`src/rtl/matmul_sequencer.sv`:
```
// Sequences PE array, 3x3 and 2x2 engines, then the display unit.
// Optional watchdog enabled by defining MATMUL_SEQ_TIMEOUT_EN.
module matmul_sequencer #(
  parameter logic [2:0] DISP_DONE_CODE = 3'd4,
  parameter int         CYC_W          = 16,
  parameter int         TIMEOUT_MAX    = 200,
  parameter int         TO_W           = 8
) (
  input  logic             clk,
  input  logic             reset,
  input  logic             start_i,
  input  logic             pe_done_i,
  input  logic             mm3_done_i,
  input  logic             mm2_done_i,
  input  logic [2:0]       state_display_i,
  output logic             run_pe_o,
  output logic             run_3x3_o,
  output logic             run_2x2_o,
  output logic             run_display_o,
  output logic [2:0]       state_o,
  output logic             busy_o,
  output logic             done_o,
  output logic             err_o,
  output logic [CYC_W-1:0] cycles_o
);

  typedef enum logic [2:0] {
    S_IDLE = 3'd0,
    S_PE   = 3'd1,
    S_M3   = 3'd2,
    S_M2   = 3'd3,
    S_DISP = 3'd4,
    S_DONE = 3'd5,
    S_ERR  = 3'd6
  } state_t;

  state_t          state;
  state_t          nxt;
  logic            running;
  logic            timeout;
  logic [TO_W-1:0] to_last;

  assign running = (state == S_PE) || (state == S_M3) ||
                   (state == S_M2) || (state == S_DISP);
  assign to_last = TO_W'(TIMEOUT_MAX - 1);

`ifdef MATMUL_SEQ_TIMEOUT_EN
  logic [TO_W-1:0] wd;

  // Fires on the edge that would bring the count to TIMEOUT_MAX
  assign timeout = running && (wd == to_last);

  always_ff @(posedge clk or posedge reset) begin
    if (reset) begin
      wd <= '0;
    end else if (nxt != state) begin
      wd <= '0;
    end else if (running) begin
      wd <= wd + TO_W'(1);
    end
  end
`else
  logic unused_to;

  assign unused_to = ^to_last;
  assign timeout   = 1'b0;
`endif

  // Exit conditions are tested before timeout so a same-cycle exit wins
  always_comb begin
    nxt = state;
    unique case (state)
      S_IDLE: if (start_i) nxt = S_PE;
      S_PE: begin
        if (pe_done_i)    nxt = S_M3;
        else if (timeout) nxt = S_ERR;
      end
      S_M3: begin
        if (mm3_done_i)   nxt = S_M2;
        else if (timeout) nxt = S_ERR;
      end
      S_M2: begin
        if (mm2_done_i)   nxt = S_DISP;
        else if (timeout) nxt = S_ERR;
      end
      S_DISP: begin
        if (state_display_i == DISP_DONE_CODE) nxt = S_DONE;
        else if (timeout)                      nxt = S_ERR;
      end
      S_DONE: nxt = S_IDLE;
      S_ERR:  if (start_i) nxt = S_IDLE;
      default: nxt = S_IDLE;
    endcase
  end

  always_ff @(posedge clk or posedge reset) begin
    if (reset) begin
      state         <= S_IDLE;
      state_o       <= 3'd0;
      run_pe_o      <= 1'b0;
      run_3x3_o     <= 1'b0;
      run_2x2_o     <= 1'b0;
      run_display_o <= 1'b0;
      busy_o        <= 1'b0;
      done_o        <= 1'b0;
      err_o         <= 1'b0;
      cycles_o      <= '0;
    end else begin
      state         <= nxt;
      state_o       <= nxt;
      run_pe_o      <= (nxt == S_PE);
      run_3x3_o     <= (nxt == S_M3);
      run_2x2_o     <= (nxt == S_M2);
      run_display_o <= (nxt == S_DISP);
      busy_o        <= (nxt == S_PE) || (nxt == S_M3) ||
                       (nxt == S_M2) || (nxt == S_DISP);
      done_o        <= (nxt == S_DONE);
      err_o         <= (nxt == S_ERR);
      if (state == S_IDLE && nxt == S_PE) begin
        cycles_o <= '0;
      end else if (running && cycles_o != '1) begin
        cycles_o <= cycles_o + CYC_W'(1);
      end
    end
  end

endmodule
```
`config.mk`:
```
export PLATFORM = sky130hd
export DESIGN_NAME = matmul_sequencer
export DESIGN_NICKNAME = d
export VERILOG_FILES = /design/src/rtl/matmul_sequencer.sv
export SDC_FILE = /design/constraint.sdc
export NUM_CORES = 1
export LEC_CHECK = 0
export ABC_AREA = 1
export CAP_MARGIN = 30
export CELL_PAD_IN_SITES_DETAIL_PLACEMENT = 1
export CELL_PAD_IN_SITES_GLOBAL_PLACEMENT = 1
export CORE_UTILIZATION = 35
export CTS_BUF_LIST = sky130_fd_sc_hd__clkbuf_16
export DETAILED_ROUTE_END_ITERATION = 7
export GPL_TIMING_DRIVEN = 0
export PLACE_DENSITY_LB_ADDON = 0.12
export SYNTH_ARGS = -nofsm -noshare
export SYNTH_HDL_FRONTEND = slang
export SYNTH_SLANG_ARGS = --single-unit
```
`constraint.sdc`:
```
create_clock -name clk -period 2.1 [get_ports clk]
set_input_delay 0.315 -clock clk [delete_from_list [all_inputs] [get_ports clk]]
set_output_delay 0.315 -clock clk [all_outputs]
set_load 0.02 [all_outputs]
```
==> impl_metrics.tcl <==
set metrics [dict create \
    run_status "completed" \
    final_hold_viol_count 0 \
    finalSetupViolCount 0 \
    ios 35 \
    chipWidth_um 67.6 \
    p_seq_share_pct 30.3 \
    irDropWorstVdd_v 0.000713 \
    tightest_slew_ns 0.572 \
    synth_adder_area_share_pct 0.832 \
    drc 0 \
    start_kind "flop" \
    cp_data_required_time_ns 2.31 \
    layout_common_cells "nand2_1 (64), clkdlybuf4s50_1 (34), dfrtp_1 (26), nor2_1 (25), inv_1 (20)" \
    synth_xor_area_share_pct 4.08 \
    grt_first_pass_wirelength_um 7050 \
    synth.area.top_cells "dfrtp_1 (43%), nand2_1 (16%), nor2_1 (6.2%)" \
    max_stage_delay_ns 0.45 \
    p_leak_nw 0.916 \
    yosysTopAreaCellShare_pct 43.3 \
    wl_met3_um 79 \
    r2r_slack_ns 0.17 \
    post-route-period-util_pct 91.7 \
    overflow 0 \
    finalSetupTns_ns 0 \
    dieArea_mm2 0.00456 \
    clk_pin_slew_ns 0.06 \
    end_kind "flop" \
    drive_gt1_share_pct 7.98 \
    fin_ws_ns 0.174 \
    path_cells "ha_1 -> inv_1 -> nor2_2 -> nand2_2 -> nor2_4 -> o21ai_4 -> inv_4 -> buf_12 -> nand2_1 -> nand2_1" \
    clockPowerShare_pct 16.4 \
    slew_headroom_pct 61.9 \
    antenna_found_initial 0 \
    report.final.slew_viol_count 0 \
    cp_common_cell "nand2_1" \
    clock_latency_ns 0.26 \
    fin_crit_ns 1.93 \
    cts_root_buf "clkbuf_16" \
    synthSimpleGateAreaFrac_pct 38.4 \
    wl_per_cell_um 14.9 \
    max_cap_viol_count 0 \
    wl_met2_um 2290 \
    grt_max_degree 15 \
    syn_inst 199 \
    grt_use_total_pct 21.2 \
    port_buffers 34 \
    power_density_mw_per_mm2 1320 \
    drtPass1Iterations 4 \
    vias 1469 \
    cts_tree "yes" \
    synth-compound-area-share_pct 5.07 \
    worstSetupEndpoint "cycles_o[5]$_DFFE_PP0P_" \
    rows 23 \
    synth_seq_cells 26 \
    synth_top_area_cell "dfrtp_1" \
    nets 249 \
    p_int_mw 1.46 \
    hpwl_um 3310 \
    rsz0062_at_grt "no" \
    cp.arrival_ns 2.13 \
    viasPerCell 5.10 \
    numCtsBuffers 3 \
    synth_mux_area_share_pct 0 \
    combPwrFrac_pct 53.3 \
    reg2reg_to "cycles_o[5]$_DFFE_PP0P_" \
    r2r_start "cycles_o[0]$_DFFE_PP0P_" \
    htreeDepth 1 \
    hold_path.class "in2async" \
    syn_to_final_growth_pct 33.0 \
    r2r_cells 10 \
    critPathKind "reg2reg" \
    fin_skew_ns 0.00207 \
    cts_sinks 26 \
    grt_pass1_vias 1494 \
    ys_warn_count 0 \
    core-area_mm2 0.00406 \
    wl_um 4300 \
    sw_frac_of_total_pct 44.6 \
    final_common_cell "nand2_1" \
    num_antenna_cells 0 \
    pre_cts_ws_ns 0.227 \
    postRouteAntennaNets 0 \
    wl_met1_um 1860 \
    die_height_um 67.6 \
    netlist_area_mm2 0.00150 \
    drt_iter0_markers 28 \
    worstPathMaxFanout 10 \
    initial_core_util_pct 37.1 \
    gp_routability_congestion 0.843 \
    cts_setup_buffers 0 \
    synth_top_family_by_area "simple AND/OR/NAND/NOR gates" \
    fmax_mhz 519 \
    postCtsResizedCells 0 \
    clockBufferDepth 2 \
    crit_path_start "cycles_o[0]$_DFFE_PP0P_" \
    syn_nets 209 \
    dr.max_layer_used "met4" \
    avgSynthCellArea_um2 7.56 \
    nFillCells 491 \
    ys_seq_area_share_pct 43.3 \
    p_switching_mw 1.18 \
    ctsHoldBuffers 0 \
    cpMaxStageDelayCell "dfrtp_1" \
    synth_cell_type_count 23 \
]
synth_stat cells:
master,instances
nand3b_1,1
nor2_1,25
nor2_4,1
inv_4,1
nand4_1,14
or2_2,1
o21ai_0,5
nand2_1,64
clkbuf_8,1
nor2_2,3
xnor2_1,1
a21oi_1,1
inv_1,20
o21bai_1,4
nand3_1,14
nor3_1,2
nand2_2,5
buf_12,1
dfrtp_1,26
xor2_1,6
buf_6,1
ha_1,1
o21ai_4,1
worst min path at each step:
stage / start / endpoint / slack, ns / depth (start not counted)
finish: reset / err_o$_DFF_PP0_ / 0.41 / 2
global route: reset / done_o$_DFF_PP0_ / 0.45 / 2
CTS: reset / run_2x2_o$_DFF_PP0_ / 0.43 / 2
detailed placement: cycles_o[1]$_DFFE_PP0P_ / cycles_o[1]$_DFFE_PP0P_ / 0.56 / 2
global placement: cycles_o[1]$_DFFE_PP0P_ / cycles_o[1]$_DFFE_PP0P_ / 0.53 / 2
floorplan: reset / busy_o$_DFF_PP0_ / 0.36 / 1
worst max-delay path, delay by kind of cell, from the launching register on:
kind                     cells  cell delay (ns)
AO/OA/AOI/OAI                1             0.12
adder cells (fa/ha/maj)      1             0.28
buffers and inverters        3             0.36
flip-flops                   1             0.45
AND/OR/NAND/NOR              5             0.65
per-layer routing:
metal / vias up / GRT usage, %
met2: 21 / 40.5
met3: 5 / 2.70
met1: 727 / 23.7
met5: - / 0
met4: 0 / 7.18
li1: 716 / -
cells by family after synthesis:
kind of cell / count (synthesis)
AND/OR/NAND/NOR: 130
flip-flops: 26
buffers and inverters: 24
AO/OA/AOI/OAI: 11
XOR/XNOR: 7
adder cells (fa/ha/maj): 1
area by class of cell:
class	count	area [um2]	share of cell area, %
flip-flops and latches	26	651	32.5
multi-input cells	149	727	36.3
inverters	21	81.3	4.07
repair buffers	35	355	17.8
clock inverters	1	3.75	0.188
well taps	50	62.6	3.13
clock buffers	3	75.1	3.75
plain buffers	3	45.0	2.25
state kept, by name, summed over array words and instances (netlist names):
| register | flops |
|---|---|
| cycles_o | 16 |
| state | 3 |
| busy_o | 1 |
| done_o | 1 |
| err_o | 1 |
| run_2x2_o | 1 |
| run_3x3_o | 1 |
| run_display_o | 1 |
| run_pe_o | 1 |
power groups by stage:
stage	clock (mW)	combinational (mW)	sequential [mW]
5_1_grt	0.462	1.53	0.821
3_5_place_dp	0	1.41	0.807
3_3_place_gp	0	1.37	0.798
2_1_floorplan	0	0.755	0.929
6_report	0.433	1.41	0.798
4_1_cts	0.445	1.42	0.798
per-stage QoR:
step	std cells	hold slack [ns]	power (mW)	instance area (um2)	utilization, %
6_report	288	0.409	2.64	2000	49.3
5_1_grt	288	0.452	2.82	2000	49.3
4_1_cts	288	0.431	2.67	2000	49.3
3_5_place_dp	284	0.561	2.22	1920	47.4
3_3_place_gp	283	0.529	2.17	1910	47.0
2_1_floorplan	199	0.355	1.68	1500	-
Power figures use the tool's default switching activity.
